===== config.mk =====
export PLATFORM = sky130hd
export DESIGN_NAME = note_sequencer
export DESIGN_NICKNAME = d
export VERILOG_FILES = /design/src/rtl/note_seq_pkg.sv /design/src/rtl/note_seq_song_ram.sv /design/src/rtl/note_table.sv /design/src/rtl/note_sequencer.sv
export SDC_FILE = /design/constraint.sdc
export NUM_CORES = 1
export LEC_CHECK = 0
export BUFFER_PORTS_ARGS = -buffer_cell sky130_fd_sc_hd__buf_4
export CORE_ASPECT_RATIO = 0.75
export CORE_MARGIN = 2
export CORE_UTILIZATION = 45
export CTS_CLUSTER_SIZE = 24
export DETAILED_ROUTE_END_ITERATION = 16
export PLACE_DENSITY = 0.62
export SLEW_MARGIN = 10
export SYNTH_ARGS = -nofsm -noshare
export SYNTH_HDL_FRONTEND = slang
export SYNTH_SLANG_ARGS = --single-unit

===== constraint.sdc =====
create_clock -name i_clk -period 7 [get_ports i_clk]
set_input_delay 1.4 -clock i_clk [delete_from_list [all_inputs] [get_ports i_clk]]
set_output_delay 1.4 -clock i_clk [all_outputs]
set_load 0.01 [all_outputs]

===== src/rtl/note_seq_pkg.sv =====
// Shared types and constant tables for the RAM-programmable note sequencer.
package note_seq_pkg;

   // Playback controller states.
   typedef enum logic [1:0] {
      S_IDLE = 2'd0,
      S_LOAD = 2'd1,
      S_PLAY = 2'd2
   } state_t;

   // Song entry layout, LSB first: {end, note, len}.
   localparam int LEN_POS = 0;

   function automatic int note_pos(input int len_w);
      return len_w;
   endfunction

   function automatic int end_pos(input int note_w, input int len_w);
      return note_w + len_w;
   endfunction

   function automatic int entry_w(input int note_w, input int len_w);
      return 1 + note_w + len_w;
   endfunction

   // Attack envelope: 16 steps, values already doubled, saturates on the last one.
   localparam int ENV_IDX_W = 4;
   localparam int ENV_W     = 9;
   localparam logic [ENV_IDX_W-1:0] ENV_LAST = 4'd15;
   localparam logic [ENV_W-1:0] ENV_TABLE [16] = '{
      9'd6,  9'd8,  9'd12, 9'd14, 9'd16, 9'd18, 9'd20, 9'd20,
      9'd20, 9'd22, 9'd24, 9'd24, 9'd26, 9'd30, 9'd30, 9'd30
   };

   // Vibrato: eight-step phase adjust, two's complement, added modulo 2^32.
   localparam int VIB_IDX_W = 3;
   localparam logic [31:0] VIB_TABLE [8] = '{
      32'h0000_0000, 32'hFFFF_F8E5, 32'hFFFF_F506, 32'hFFFF_F8E5,
      32'h0000_0000, 32'h0000_079E, 32'h0000_0B1F, 32'h0000_079E
   };

endpackage


===== src/rtl/note_seq_song_ram.sv =====
// Song storage: one write port, one registered read port. A read and a write of the
// same address on the same edge returns the previous contents.
module note_seq_song_ram #(
   parameter  int DEPTH = 16,
   parameter  int WIDTH = 12,
   localparam int AW    = $clog2(DEPTH)
) (
   input  logic             clk,
   input  logic             wr_en,
   input  logic [AW-1:0]    wr_addr,
   input  logic [WIDTH-1:0] wr_data,
   input  logic             rd_en,
   input  logic [AW-1:0]    rd_addr,
   output logic [WIDTH-1:0] rd_data
);

   logic [WIDTH-1:0] mem [DEPTH];

   // Read-before-write storage array with registered read data.
   always_ff @(posedge clk) begin
      if (wr_en) begin
         mem[wr_addr] <= wr_data;
      end
      if (rd_en) begin
         rd_data <= mem[rd_addr];
      end
   end

endmodule


===== src/rtl/note_table.sv =====
// Note code to 32-bit phase increment. Code 0 is a rest (increment 0); code 1 is C2
// and codes climb in semitones. Octave-7 increments are for a 25 MHz clock and a
// 32-bit accumulator; lower octaves are those values shifted right.
module note_table #(
   parameter int NOTE_W = 6
) (
   input  logic [NOTE_W-1:0] note,
   output logic [31:0]       phase_delta
);

   localparam logic [31:0] OCT7 [12] = '{
      32'd359576, 32'd380957, 32'd403610, 32'd427610, 32'd453037, 32'd479976,
      32'd508517, 32'd538754, 32'd570791, 32'd604731, 32'd640691, 32'd678789
   };

   int unsigned code;
   logic [5:0]  idx;
   logic [2:0]  oct;
   logic [3:0]  semi;

   // Split the code into octave and semitone and scale the octave-7 increment.
   always_comb begin
      code        = 32'(note);
      idx         = 6'd0;
      oct         = 3'd0;
      semi        = 4'd0;
      phase_delta = '0;
      if (code != 0 && code < 64) begin
         idx         = 6'(code - 1);
         oct         = 3'(idx / 6'd12);
         semi        = 4'(idx % 6'd12);
         phase_delta = OCT7[semi] >> (3'd5 - oct);
      end
   end

endmodule


===== src/rtl/note_sequencer.sv =====
// Plays {end, note, len} entries from a runtime-writable song RAM into one PWM
// synth channel (top, phase delta, envelope), with attack envelope and vibrato.
// The entry is read on the edge that enters LOAD, so it is waiting in the RAM
// output register when the controller moves to PLAY and latches it.
module note_sequencer #(
   parameter  int CLOCKS_PER_TICK = 415_667,
   parameter  int SONG_DEPTH      = 16,
   parameter  int NOTE_W          = 6,
   parameter  int LEN_W           = 5,
   localparam int AW              = $clog2(SONG_DEPTH),
   localparam int EW              = 1 + NOTE_W + LEN_W
) (
   input  logic              i_clk,
   input  logic              i_rst_n,
   input  logic              i_wr_en,
   input  logic [AW-1:0]     i_wr_addr,
   input  logic [EW-1:0]     i_wr_data,
   input  logic              i_start,
   input  logic              i_stop,
   input  logic              i_loop,
   input  logic              i_vib_en,
   output logic [7:0]        o_top,
   output logic              o_top_valid,
   output logic [31:0]       o_phase_delta,
   output logic [8:0]        o_envelope,
   output logic [NOTE_W-1:0] o_note,
   output logic              o_new_note,
   output logic              o_playing,
   output logic              o_done
);

   import note_seq_pkg::*;

   localparam int CW       = $clog2(CLOCKS_PER_TICK);
   localparam int NOTE_LSB = note_pos(LEN_W);
   localparam int END_BIT  = end_pos(NOTE_W, LEN_W);
   localparam logic [CW-1:0] TICK_LAST  = CW'(CLOCKS_PER_TICK - 1);
   localparam logic [AW-1:0] LAST_INDEX = AW'(SONG_DEPTH - 1);

   state_t                 state, next_state;
   logic [AW-1:0]          index, next_index;
   logic                   done_set;
   logic [CW-1:0]          tick_cnt;
   logic [LEN_W-1:0]       note_ticks, last_tick;
   logic                   cur_end;
   logic [ENV_IDX_W-1:0]   env_idx, play_env_idx;
   logic [VIB_IDX_W-1:0]   vib_idx, play_vib_idx;
   logic                   tick, note_end, enter_play, stay_play;
   logic [NOTE_W-1:0]      play_note;
   logic [31:0]            base_delta, vib_adj;
   logic                   rd_en;
   logic [EW-1:0]          rd_data;
   logic [LEN_W-1:0]       rd_len;
   logic [NOTE_W-1:0]      rd_note;
   logic                   rd_end;

   assign o_top       = 8'hff;
   assign o_top_valid = 1'b1;

   assign rd_len  = rd_data[LEN_POS +: LEN_W];
   assign rd_note = rd_data[NOTE_LSB +: NOTE_W];
   assign rd_end  = rd_data[END_BIT];

   assign tick       = (state == S_PLAY) && (tick_cnt == TICK_LAST);
   assign note_end   = tick && (note_ticks == last_tick);
   assign enter_play = (state == S_LOAD) && (next_state == S_PLAY);
   assign stay_play  = (state == S_PLAY) && (next_state == S_PLAY);
   assign rd_en      = (next_state == S_LOAD);

   note_seq_song_ram #(
      .DEPTH (SONG_DEPTH),
      .WIDTH (EW)
   ) u_ram (
      .clk     (i_clk),
      .wr_en   (i_wr_en),
      .wr_addr (i_wr_addr),
      .wr_data (i_wr_data),
      .rd_en   (rd_en),
      .rd_addr (next_index),
      .rd_data (rd_data)
   );

   note_table #(
      .NOTE_W (NOTE_W)
   ) u_note_table (
      .note        (play_note),
      .phase_delta (base_delta)
   );

   // Controller next state: stop beats start, start beats note end.
   always_comb begin
      next_state = state;
      next_index = index;
      done_set   = 1'b0;
      if (i_stop) begin
         next_state = S_IDLE;
      end else if (i_start) begin
         next_state = S_LOAD;
         next_index = '0;
      end else begin
         case (state)
            S_IDLE: next_state = S_IDLE;
            S_LOAD: next_state = S_PLAY;
            S_PLAY: begin
               if (note_end) begin
                  if (cur_end || index == LAST_INDEX) begin
                     if (i_loop) begin
                        next_index = '0;
                        next_state = S_LOAD;
                     end else begin
                        next_state = S_IDLE;
                        done_set   = 1'b1;
                     end
                  end else begin
                     next_index = index + 1'b1;
                     next_state = S_LOAD;
                  end
               end
            end
            default: next_state = S_IDLE;
         endcase
      end
   end

   // Note, envelope step and vibrato step that the next PLAY cycle will present.
   always_comb begin
      play_note    = enter_play ? rd_note : o_note;
      play_env_idx = env_idx;
      play_vib_idx = vib_idx;
      if (enter_play) begin
         play_env_idx = '0;
         play_vib_idx = '0;
      end else if (tick) begin
         play_env_idx = (env_idx == ENV_LAST) ? env_idx : env_idx + 1'b1;
         play_vib_idx = vib_idx + 1'b1;
      end
      vib_adj = (i_vib_en && play_note != '0) ? VIB_TABLE[play_vib_idx] : 32'h0;
   end

   // Controller state and song index.
   always_ff @(posedge i_clk or negedge i_rst_n) begin
      if (!i_rst_n) begin
         state <= S_IDLE;
         index <= '0;
      end else begin
         state <= next_state;
         index <= next_index;
      end
   end

   // Per-note timing: tick divider, ticks elapsed, envelope and vibrato steps.
   always_ff @(posedge i_clk or negedge i_rst_n) begin
      if (!i_rst_n) begin
         tick_cnt   <= '0;
         note_ticks <= '0;
         last_tick  <= '0;
         cur_end    <= 1'b0;
         env_idx    <= '0;
         vib_idx    <= '0;
      end else begin
         tick_cnt <= (stay_play && !tick) ? tick_cnt + 1'b1 : '0;
         if (enter_play) begin
            note_ticks <= '0;
            last_tick  <= (rd_len == '0) ? '0 : rd_len - 1'b1;
            cur_end    <= rd_end;
         end else if (stay_play && tick) begin
            note_ticks <= note_ticks + 1'b1;
         end
         env_idx <= play_env_idx;
         vib_idx <= play_vib_idx;
      end
   end

   // Registered channel outputs.
   always_ff @(posedge i_clk or negedge i_rst_n) begin
      if (!i_rst_n) begin
         o_phase_delta <= '0;
         o_envelope    <= '0;
         o_note        <= '0;
         o_new_note    <= 1'b0;
         o_playing     <= 1'b0;
         o_done        <= 1'b0;
      end else begin
         o_new_note <= enter_play;
         o_done     <= done_set;
         o_playing  <= (next_state != S_IDLE);
         case (next_state)
            S_IDLE: begin
               o_phase_delta <= '0;
               o_envelope    <= '0;
               o_note        <= '0;
            end
            S_LOAD: begin
               o_envelope <= '0;
            end
            S_PLAY: begin
               o_note        <= play_note;
               o_phase_delta <= base_delta + vib_adj;
               o_envelope    <= (play_note == '0) ? '0 : ENV_TABLE[play_env_idx];
            end
            default: begin
               o_envelope <= '0;
            end
         endcase
      end
   end

endmodule


# Yosys cells after proc, flatten, opt, wreduce, memory -nomap -nowiden

Memory sizes are Yosys's and may differ from the RTL's. A register that Yosys moved wholly into a read port is not among the register bits.
Cells that the tools add are included.

Shifts and indexed selects: 1
Reduce and logical (&&, ||, !) cells: 16
Mux-type cells: 42
Eq/ne operators: 8
Divide/modulo/power cells: 2
$add $sub $neg: 9
$lt $le $gt $ge: 3
Bitwise operators: 3

Operators with widths:

| cell                  | number |
|---|---|
| $mux 32               | 6 |
| $pmux 32 s2           | 1 |
| $mux 4                | 9 |
| $mux 9                | 4 |
| $add 32x32->32        | 1 |
| $shr 32x3->32         | 1 |
| $add 19x1->19 const B | 1 |
| $eq 19x19->1 const B  | 1 |
| $mux 19               | 1 |
| $mux 5                | 3 |
| $pmux 6 s2            | 1 |
| $ge 5x5->1 const B    | 2 |
| $not 4->5             | 2 |
| $mux 1                | 9 |
| $add 4x1->4 const B   | 2 |
| $eq 4x4->1 const B    | 2 |
| $mux 2                | 4 |
| $logic_and 1x1->1     | 7 |
| $div 6x4->6 const B   | 1 |
| $logic_not 6->1       | 1 |
| $mod 6x4->6 const B   | 1 |
| $mux 3                | 2 |
| $mux 6                | 1 |
| $reduce_bool 2->1     | 3 |
| 16 further kinds      | 18 |

Output and inout port bits: 59
Input bits: 23
Word-level logic and storage cells: 102
Register bits: 93
Memories: 4
Bits in writable memories: 192
Memory bits (read-only): 912

Memory list:

| memory          | words | bits a word | read ports | clocked after Yosys merged registers in | write ports | line                    | RTL |
|---|---|---|---|---|---|---|---|
| (no name shown) | 16    | 32          | 1          | 0                                       | 0           | note_table.sv:32        | `phase_delta = OCT7[semi] >> (3'd5 - oct);` |
| (no name shown) | 8     | 32          | 1          | 0                                       | 0           | note_sequencer.sv:137   | `vib_adj = (i_vib_en && play_note != '0) ? VIB_TABLE[play_vib_idx] : 32'h0;` |
| u_ram.mem       | 16    | 12          | 1          | 1                                       | 1           | note_seq_song_ram.sv:17 | `logic [WIDTH-1:0] mem [DEPTH];` |
| (no name shown) | 16    | 9           | 1          | 0                                       | 0           | note_sequencer.sv:199   | `o_envelope <= (play_note == '0) ? '0 : ENV_TABLE[play_env_idx];` |

# Logic depth before layout (Yosys ltp)

Gate-level depths: netlist of run 1.

Word-level depth: 20
Depth in mapped cells: 30
Gate-level depth less buffers: 27

# Hierarchy

From an unflattened synthesis of run 1, not the netlist that was laid out.

Cell total of the unflattened synthesis: 1359
Area total of the unflattened synthesis: 15956.6 µm²

By module, submodules not included:

| module            | instances | area each (µm²) | sequential area each (µm²) | cells each |
|---|---|---|---|---|
| note_seq_song_ram | 1         | 7719.9          | 6125.9                     | 329 |
| note_sequencer    | 1         | 6301.0          | 2202.1                     | 749 |
| note_table        | 1         | 1935.6          | 0.0                        | 281 |

# Worst setup path after synthesis of run 1

No wires, ideal clock.

Path type: input to register
Start: input port i_loop
End: register o_phase_delta[21]
Setup time: 128 ps
Slack: 45 ps
Cell stages on the path: 25
Data arrival time: 6826 ps
Path buffers: 3
Required time: 6872 ps
Cells stage by stage: nor4_1 or4b_4 o211a_1 buf_6 o211a_2 buf_1 ha_1 buf_1 inv_1 nand2_1 a211oi_1 nor4b_4 nor2_1 or3_1 ha_1 a21o_1 a21oi_1 o21ba_2 o21ai_0 a41o_1 a2111oi_0 o31ai_1 nand2_1 mux2i_1 nand2_1

Longest elaborated chain between the ends: 19
Elaborated cells on any way between the ends: 31
Classes of those cells: add/sub: 3; div: 2; eq/ne: 1; shift: 1; mux: 15; bitwise: 2; reduce/logical: 5; memory: 2

RTL lines:

| element                                    | line                                        | RTL |
|---|---|---|
| start: declaration                         | note_sequencer.sv:20                        | `input logic i_loop,` |
| $mux 1 (*)                                 | note_sequencer.sv:107                       | `if (i_loop) begin` |
| $mux 2 (*)                                 | note_sequencer.sv:106                       | `if (cur_end \|\| index == LAST_INDEX) begin` |
| $mux 2 (*)                                 | note_sequencer.sv:105                       | `if (note_end) begin` |
| $pmux 2 s2 (*)                             | note_sequencer.sv:101                       | `case (state)` |
| $mux 2 (*)                                 | note_sequencer.sv:97                        | `end else if (i_start) begin` |
| $mux 2 (*)                                 | note_sequencer.sv:95                        | `if (i_stop) begin` |
| $eq 2x2->1                                 | note_sequencer.sv:66, note_sequencer.sv:187 |  |
| $logic_and 1x1->1                          | note_sequencer.sv:66                        | `assign enter_play = (state == S_LOAD) && (next_state == S_PLAY);` |
| [... 2 more ...]                           | --                                          |  |
| $mod 6x4->6                                | note_table.sv:31                            | `semi = 4'(idx % 6'd12);` |
| $not 4->5 (implied by the code)            | note_table.sv:32                            |  |
| $mem_v2 16x32                              | --                                          |  |
| $mux 32 (implied by the code) (2 in a row) | note_table.sv:32                            |  |
| $shr 32x3->32                              | note_table.sv:32                            |  |
| $mux 32                                    | note_table.sv:28                            | `if (code != 0 && code < 64) begin` |
| $add 32x32->32                             | note_sequencer.sv:198                       | `o_phase_delta <= base_delta + vib_adj;` |
| $pmux 32 s2                                | note_sequencer.sv:187                       | `case (next_state)` |
| end signal: assignment                     | note_sequencer.sv:198                       |  |
| end: declaration                           | note_sequencer.sv:24                        | `output logic [31:0] o_phase_delta,` |

Mark *: on every way between the ends. The rest lies on a longest branch, timed or not. The select of a mux whose other input is x is not followed.
A chain may end at the register's enable or synchronous reset.

# Worst setup path after layout of run 1

Start: register state[0]
End: register o_phase_delta[21]

Longest elaborated chain between the ends: 20
Elaborated cells on any way between the ends: 34
Classes of those cells: add/sub: 3; div: 2; eq/ne: 3; shift: 1; mux: 14; bitwise: 2; reduce/logical: 7; memory: 2

RTL lines:

| element                                    | line                                        | RTL |
|---|---|---|
| start: declaration                         | note_sequencer.sv:40                        | `state_t state, next_state;` |
| start signal: assignment                   | note_sequencer.sv:146                       | `state <= next_state;` |
| $eq 2x2->1                                 | note_sequencer.sv:64, note_sequencer.sv:101 |  |
| $logic_and 1x1->1                          | note_sequencer.sv:64                        | `assign tick = (state == S_PLAY) && (tick_cnt == TICK_LAST);` |
| $logic_and 1x1->1                          | note_sequencer.sv:65                        | `assign note_end = tick && (note_ticks == last_tick);` |
| $mux 2                                     | note_sequencer.sv:105                       |  |
| $pmux 2 s2                                 | note_sequencer.sv:101                       |  |
| $mux 2                                     | note_sequencer.sv:97                        |  |
| $mux 2                                     | note_sequencer.sv:95                        |  |
| $eq 2x2->1                                 | note_sequencer.sv:66, note_sequencer.sv:187 |  |
| [... 3 more ...]                           | --                                          |  |
| $mod 6x4->6                                | note_table.sv:31                            |  |
| $not 4->5 (implied by the code)            | note_table.sv:32                            |  |
| $mem_v2 16x32                              | --                                          |  |
| $mux 32 (implied by the code) (2 in a row) | note_table.sv:32                            |  |
| $shr 32x3->32                              | note_table.sv:32                            |  |
| $mux 32                                    | note_table.sv:28                            |  |
| $add 32x32->32                             | note_sequencer.sv:198                       |  |
| $pmux 32 s2                                | note_sequencer.sv:187                       |  |

Parallel ways exist; a longest one is shown, timed or not. The select of a mux whose other input is x is not followed.

==> summary.txt, run 1 <==
Pwr
  • PD cells: around 220 mW/mm²
  • Worst vdd ir: 0.000207 V
  • Leakage: 6.43 nW
  • Total power: between 3 and 4 mW

Timing
  • Setup WS post-layout: between 0.5 and 0.6 ns
  • Final setup vio count: 0
  • Final slew viol count: 0
  • Worst slew pin tran: 1.11 ns
  • Final hold vios: 0
  • Setup TNS: 0 ns
  • Hold_ws: about 0.44 ns
  • Max_slew headroom: 0.254
  • Unrepaired setup endpoints after global routing: no
  • Fmax achieved: approximately 150 MHz
  • Final Cycle Share: 0.927
  • Shortest period the worst path allows: 6.49 ns
  • Clock Skews: between 0.01 and 0.015 ns

Clocking
  • CTS tree: yes
  • CTS clk-pin slew, worst paths: ~0.070 ns
  • CTS Root Cell: clkbuf_16
  • Sink Count: ~290
  • Hold buffers post-CTS: 0
  • Post-cts sizing count: 0
  • Num CTS Buffers: 29
  • H-Tree Level Count: 1
  • Clk_lat worst skew: ~0.58 ns
  • Setup Buffers After CTS: 0
  • Max Root-Sink Buffers: 3

Die
  • Die Y: 162 µm
  • Die width: 215 µm
  • Initial core utilization: 0.459
  • Top Ports: 82
  • Core area: around 0.033 mm²
  • # rows: 57
  • Die area: 0.0348 mm²

Synth
  • Yosys warning total: 0
  • #FFs+latches synth: a little under 300
  • Mapped Area: approximately 0.015 mm²
  • Post-synthesis sequential area ratio: 0.556
  • Yosys cell types: 85
  • Cells after Synth: between 1000 and 1500
  • Share of the synthesized area in the top cell type: 0.409
  • Largest area contributor in the netlist: edfxtp_1
  • Avg Cell Area, Syn: around 12 µm²
  • Top_reg_cell synth: edfxtp_1
  • Async set or reset register ratio after synthesis: 0.301
  • Post-synth EDFFs: 204
  • Largest cells by area after synthesis: edfxtp_1 (41%), dfrtp_1 (15%), mux2i_1 (10%)

Routing
  • Final antenna-violating net count: 0
  • DRC viols: 0
  • Via/cell ratio: approximately 5.6
  • Routed WL: roughly 35 mm
  • Vias: 10000
  • Initial detailed-routing violation count: 895
  • Routed len/inst: between 15 and 20 µm
  • DR pass1 iterations: 7

Global route
  • First-pass GRT wire length: around 55 mm
  • GRT Total Usage: 0.199
  • Largest net degree at the start of global routing: 64
  • Total gr overflow: 0
  • Vias in the first global route: roughly 9500
  • Initial antenna violation count: 1

Worst setup path
  • Crit Path Category: reg -> reg
  • Delay-heaviest family, CP: compound AO/OA/AOI/OAI gates
  • Largest stage delay on the critical path: around 0.57 ns
  • Critical path's slowest cell: or4b_4
  • Critical path launch point type: register
  • CP Max Fanout: 8
  • WP data required: 7.46 ns
  • CP bufs+invs: 3
  • Element type at the critical path end: register
  • Crit path arrival time: roughly 6.9 ns
  • R2R Setup Slk: approximately 0.51 ns

Run status
  • Status: finished clean

Placement
  • Setup slack at placement: -0.00746 ns
  • Cell Area, Placed: 0.0161 mm²
  • # port buffers: 67
  • Final estimated routing congestion in global placement: between 0.8 and 0.9
  • DP HPWL: about 24 mm

Min path
  • Worst Hold Class: reg -> reg

Cells and area
  • Antenna diode count: 0
  • NumNets Final: ~1400
  • Area growth syn-to-layout: 14.2%
  • Post-route cell area: around 0.017 mm²
  • Most frequent cells in the layout: edfxtp_1 (204), mux2i_1 (154), buf_4 (114), nand2_1 (113), nor2_1 (95)
  • Filler cells: approximately 2900
  • Most common cell after layout, fill and taps aside: edfxtp_1
  • Layout cells sized above 1: 0.152

Job
  • Max cap viols: 0
-- worst register-to-register path: stages (launching register included) --
cell and delay (ns):
dfrtp_1 0.47, inv_1 0.09, ha_1 0.21, and4bb_2 0.28, nand4_1 0.16, or4b_4 0.57
o211a_1 0.23, buf_4 0.19, nor4_4 0.27, or2_1 0.36, buf_4 0.22, nor2_1 0.05
a211oi_1 0.25, a211oi_1 0.10, or3_1 0.33, ha_1 0.28, a21o_1 0.18, a21oi_1 0.21
o21ba_2 0.17, o21ai_0 0.13, a41o_1 0.34, a2111oi_0 0.56, o31ai_1 0.22, nand2_1 0.14
mux2i_1 0.27, nand2_1 0.08
-- layer usage --
metal | GRT usage | vias to the layer above | part of all wire
li1 | - | 4813 | -
met1 | 0.316 | 4907 | 0.52
met2 | 0.291 | 251 | 0.42
met3 | 0.0311 | 38 | 0.049
met4 | 0.0328 | 0 | 0.013
met5 | 0 | - | 0
-- flip-flops by register name, summed over array words and instances, names as in the netlist --
name,flops
tick_cnt,19
cur_end,1
state,2
env_idx,4
o_note,6
u_ram.rd_data,12
o_done,1
note_ticks,5
o_envelope,4
o_phase_delta,32
vib_idx,3
o_playing,1
index,4
o_new_note,1
last_tick,5
u_ram.mem,192
-- area by class of cell --
class                           count  area, µm²  share of cell area
Clock buffer                       35        748              0.0437
Clock inverter                     18        228              0.0133
Inverter                           30        113             0.00658
Multi-Input combinational cell    868       6260               0.366
Sequential cell                   292       8330               0.487
Tap cell                          442        553              0.0323
Timing Repair Buffer              115        876              0.0512
-- path summary, 6_finish.rpt --
| kind | from | end | cells past startpoint |
|---|---|---|---|
| max in group asynchronous | i_rst_n | o_phase_delta[28] | 2 |
| worst min-delay path | u_ram.rd_data[11] | cur_end | 2 |
| worst min register to register | u_ram.rd_data[11] | cur_end | 2 |
| worst max register to register | state[0] | o_phase_delta[21] | 25 |
| min in group asynchronous | i_rst_n | last_tick[4] | 1 |
| worst max-delay path | state[0] | o_phase_delta[21] | 25 |
-- cells in the mapped netlist, types with 10 or more instances --
cell / number
nor2_1: 100
nand3_1: 29
mux2i_1: 154
o21ai_0: 49
a21oi_1: 39
nor2b_1: 10
dfrtp_1: 88
inv_1: 27
buf_2: 20
nand2_1: 113
nand2b_1: 13
xor2_1: 26
clkbuf_1: 28
nor3_1: 28
o31ai_1: 19
o211ai_1: 11
buf_4: 16
mux4_2: 12
edfxtp_1: 204
a211oi_1: 15
a21o_1: 10
xnor2_1: 31
or3_1: 11
ha_1: 36
-- cells by family (layout without fill, tap and decap cells) --
| group | Yosys count | count (layout) | synth area share |
|---|---|---|---|
| AO/OA/AOI/OAI | 228 | 228 | 0.105 |
| XOR/XNOR | 57 | 57 | 0.0333 |
| adder cells (fa/ha/maj) | 38 | 38 | 0.0321 |
| buffers and inverters | 104 | 198 | 0.0333 |
| flip-flops | 292 | 292 | 0.556 |
| multiplexers | 171 | 171 | 0.125 |
| other | 2 | 16 | 0.000501 |
| AND/OR/NAND/NOR | 358 | 358 | 0.115 |
-- power by group --
part	internal [mW]	leakage, nW	switching (mW)	total, mW
sequential	1.90	3.06	0.0261	1.92
clock	0.946	0.468	0.665	1.61
combinational	0.0842	2.90	0.151	0.236
-- per-stage QoR --
stage,util,std cells
floorplan,-,1264
global placement,0.495,1747
detailed placement,0.495,1747
CTS,0.525,1800
global route,0.525,1800
finish,0.525,1800
(Power assumes the default switching activity.)
==> inputs of run 2 (changes only) <==
--- a/config.mk
+++ b/config.mk
@@ -12,6 +12,7 @@
 export CTS_CLUSTER_SIZE = 24
 export DETAILED_ROUTE_END_ITERATION = 16
 export PLACE_DENSITY = 0.62
+export RECOVER_POWER = 25
 export SLEW_MARGIN = 10
 export SYNTH_ARGS = -nofsm -noshare
 export SYNTH_HDL_FRONTEND = slang
==> constraint.sdc (replaced) <==
create_clock -name i_clk -period 7 [get_ports i_clk]
set_input_delay 1.05 -clock i_clk [delete_from_list [all_inputs] [get_ports i_clk]]
set_output_delay 1.05 -clock i_clk [all_outputs]
set_load 0.01 [all_outputs]
==> run 2 against run 1 <==
- the run now ends with max-capacitance violations, max-slew violations left
- worst setup slack better by 0.0097 ns
- via count up 0.59%
- clock skew increased by 0.022 ns
- clock power up 11%
- critical path depth shrank 1
- power up 4.3%
- non-clock buffer count shrank 15
- first-iteration DRC count increased by 0.78%
- sequential share of layout area up 0.061 points
- global-route usage grew 0.28 points
- die area unchanged
- register-to-register slack barely moved
- largest cell class unchanged
==> summary.txt, run 2 (synthesis results as in run 1) <==
Run status
  • Status: finished, violations left
  • Failing checks: max-capacitance violations, max-slew violations

Clocking
  • Num CTS Buffers: 30 (+3.4%)
  • Clk_lat worst skew: 0.60 ns (+0.02 ns)
  • CTS Root Cell: clkbuf_16
  • Setup Buffers After CTS: 0 (unchanged)
  • Max Root-Sink Buffers: 3 (unchanged)
  • CTS clk-pin slew, worst paths: 0.07 ns (about the same)
  • Hold buffers post-CTS: 0 (unchanged)
  • CTS tree: yes
  • Sink Count: 292 (unchanged)
  • H-Tree Level Count: 1 (unchanged)

Pwr
  • P_int: 3.06 mW (+4.6%)
  • Logic pwr share: 0.058 (-0.004)
  • Worst vdd ir: 0.000221 V (+6.6%)
  • Leakage: 6.37 nW (-0.90%)
  • Switching Fraction: 0.222 (-0.00172)
  • Sequential Power Share: 0.489 (-0.021)
  • Total power: 3.93 mW (+4.3%)
  • Switching pwr: 872 µW (+3.5%)
  • PD cells: 230 mW/mm² (+4.4%)
  • Clk network pwr share: 0.453 (+0.026)

Routing
  • DR pass1 iterations: 6 (-1)
  • Vias: 10100 (+0.59%)
  • Initial detailed-routing violation count: 902 (+0.78%)
  • Via/cell ratio: 5.63 (+1.3%)
  • Routed WL: 34.6 mm (+0.20%)
  • DRC viols: 0 (unchanged)
  • Final antenna-violating net count: 0 (unchanged)
  • Routed len/inst: 19.4 µm (+0.93%)

Global route
  • Total gr overflow: 0 (unchanged)
  • First-pass GRT wire length: 55.7 mm (+1.8%)
  • Largest net degree at the start of global routing: 58 (-9.4%)
  • GRT Total Usage: 0.202 (+0.00280)
  • Initial antenna violation count: 0 (-1)
  • Vias in the first global route: 9874 (+3.7%)

Die
  • Top Ports: 82 (unchanged)
  • Die area: 0.0348 mm² (unchanged)
  • Core area: 0.0326 mm² (unchanged)
  • Die Y: 162 µm (unchanged)
  • Die width: 215 µm (unchanged)
  • Initial core utilization: 0.459 (unchanged)
  • # rows: 57 (unchanged)

Worst setup path
  • Delay-heaviest family, CP: compound AO/OA/AOI/OAI gates
  • Most frequent cell on the critical path: ha_1
  • Reg-to-reg endpoint: o_phase_delta[16]
  • Worst Reg-to-Reg Cells: 24 (-4.0%)
  • RR Startpoint: state[0]
  • Crit Path Category: reg -> reg
  • Crit path arrival time: 6.93 ns (about the same)
  • R2R Setup Slk: 0.52 ns (about the same)
  • CP bufs+invs: 1 (-2)
  • Critical path's slowest cell: or4b_4
  • Largest stage delay on the critical path: 0.58 ns (about the same)
  • WP data required: 7.45 ns (about the same)
  • CP Max Fanout: 10 (+2)
  • Critical path launch point type: register
  • Element type at the critical path end: register
  • Cell Chain, Critical Path: inv_1, ha_1, and4bb_2, nand4_1, or4b_4, o211a_1, o211a_2, ha_1, xnor2_1, mux2i_1, nor3_2, nor2_1, o221ai_1, ha_1, nor2b_1, o21a_1, o21a_1, o41a_1, o2111ai_1, a21oi_1, or3_1, a21oi_1, xor2_1, o21ai_0

Min path
  • Hold Crit Depth: 2 (unchanged)
  • Hold wc startpoint: u_ram.rd_data[11]
  • Hold endpoint: cur_end
  • Worst Hold Class: reg -> reg

Cells and area
  • Most common cell after layout, fill and taps aside: edfxtp_1
  • Most frequent cells in the layout: edfxtp_1 (204), mux2i_1 (154), nand2_1 (113), nor2_1 (95), buf_4 (89)
  • Largest regs: u_ram.mem: 192 flops, o_phase_delta: 32 flops, tick_cnt: 19 flops
  • Layout cells sized above 1: 0.141 (-0.0104)
  • Filler cells: 2830 (-0.91%)
  • Reg with most FFs: u_ram.mem
  • Antenna diode count: 0 (unchanged)
  • Largest register FFs: 192 (unchanged)
  • NumNets Final: 1382 (-1.0%)
  • Area growth syn-to-layout: 14.1%

Timing
  • Final Cycle Share: 0.925 (-0.00139)
  • Unrepaired setup endpoints after global routing: no
  • Final setup vio count: 0 (unchanged)
  • Setup TNS: 0 ns (unchanged)
  • Final slew viol count: 33 (+33)
  • Final hold vios: 0 (unchanged)
  • Clock Skews: 0.0371 ns (+0.0222 ns)
  • Shortest period the worst path allows: 6.48 ns (-0.00973 ns)
  • Fmax achieved: 154 MHz (+0.15%)
  • Hold_ws: 0.441 ns (-0.000727 ns)
  • Worst slew pin tran: 1.74 ns (+0.621 ns)
  • Max_slew headroom: -0.157 (-0.411)

Placement
  • # port buffers: 67 (unchanged)
  • Final estimated routing congestion in global placement: 0.879 (-1.6%)
  • DP HPWL: 23.6 mm (+0.21%)

Job
  • Max cap viols: 1 (+1)
run 2: cell count changes in the layout (fill, tap and decap cells not counted), sizes merged:
cell      previous run  this run
clkinvlp             2         4
clkinv              10         8
inv                 31        32
buf                115        89
bufinv               5         8
clkbuf              35        44
run 2: worst register-to-register path, cell delays in order, from the launching register on:
cell and delay (ns):
dfrtp_1 0.46, inv_1 0.10, ha_1 0.17, and4bb_2 0.26
nand4_1 0.18, or4b_4 0.58, o211a_1 0.29, o211a_2 0.33
ha_1 0.51, xnor2_1 0.19, mux2i_1 0.14, nor3_2 0.27
nor2_1 0.12, o221ai_1 0.27, ha_1 0.30, nor2b_1 0.16
o21a_1 0.18, o21a_1 0.22, o41a_1 0.35, o2111ai_1 0.28
a21oi_1 0.16, or3_1 0.36, a21oi_1 0.17, xor2_1 0.20
o21ai_0 0.11
run 2: worst max path at each step:
stage,cells after the start,start,slack [ns],to
finish,24,state[0],0.52,o_phase_delta[16]
global route,24,state[0],0.07,o_phase_delta[23]
CTS,25,state[0],0.38,o_phase_delta[27]
detailed placement,23,i_loop,0.14,o_phase_delta[27]
global placement,23,i_loop,0.21,o_phase_delta[27]
floorplan,25,i_loop,0.40,o_phase_delta[21]
run 2: layout make-up:
cell class	instances	area (µm²)	share of cell area
tap	442	553	0.0324
clock inverter	22	343	0.0201
sequential	292	8330	0.487
inverter	30	113	0.00659
multi-input combinational	868	6280	0.367
clock buffer	33	762	0.0446
timing repair buffer	100	709	0.0415
run 2: power by group through the flow:
stage | registers (mW) | logic [mW] | clock network, mW
4_1_cts | 1.92 | 0.232 | 1.82
3_3_place_gp | 1.96 | 0.227 | 0
3_5_place_dp | 1.96 | 0.231 | 0
6_report | 1.92 | 0.228 | 1.78
2_1_floorplan | 1.95 | 0.154 | 0
5_1_grt | 1.93 | 0.257 | 1.89
run 2: timing repair:
action	CTS	global route
hold endpoints to repair	0	0
gates resized for setup	0	4
setup endpoints to repair	0	12
run 2: stage by stage:
stage	utilization	cell area [µm²]	setup WS, ns	std cells
2_1_floorplan	-	15000	0.395	1264
3_5_place_dp	0.491	16000	0.140	1732
4_1_cts	0.525	17100	0.383	1787
5_1_grt	0.524	17100	0.0662	1787
3_3_place_gp	0.491	16000	0.207	1732
6_report	0.524	17100	0.524	1787
run 2: routing by layer:
metal / global-route usage / vias to the layer above / routed length [µm]
met5: 0 / - / 0
met4: 0.0455 / 0 / 628
met3: 0.0315 / 40 / 1680
met2: 0.298 / 235 / 14600
met1: 0.313 / 5004 / 17700
li1: - / 4789 / -
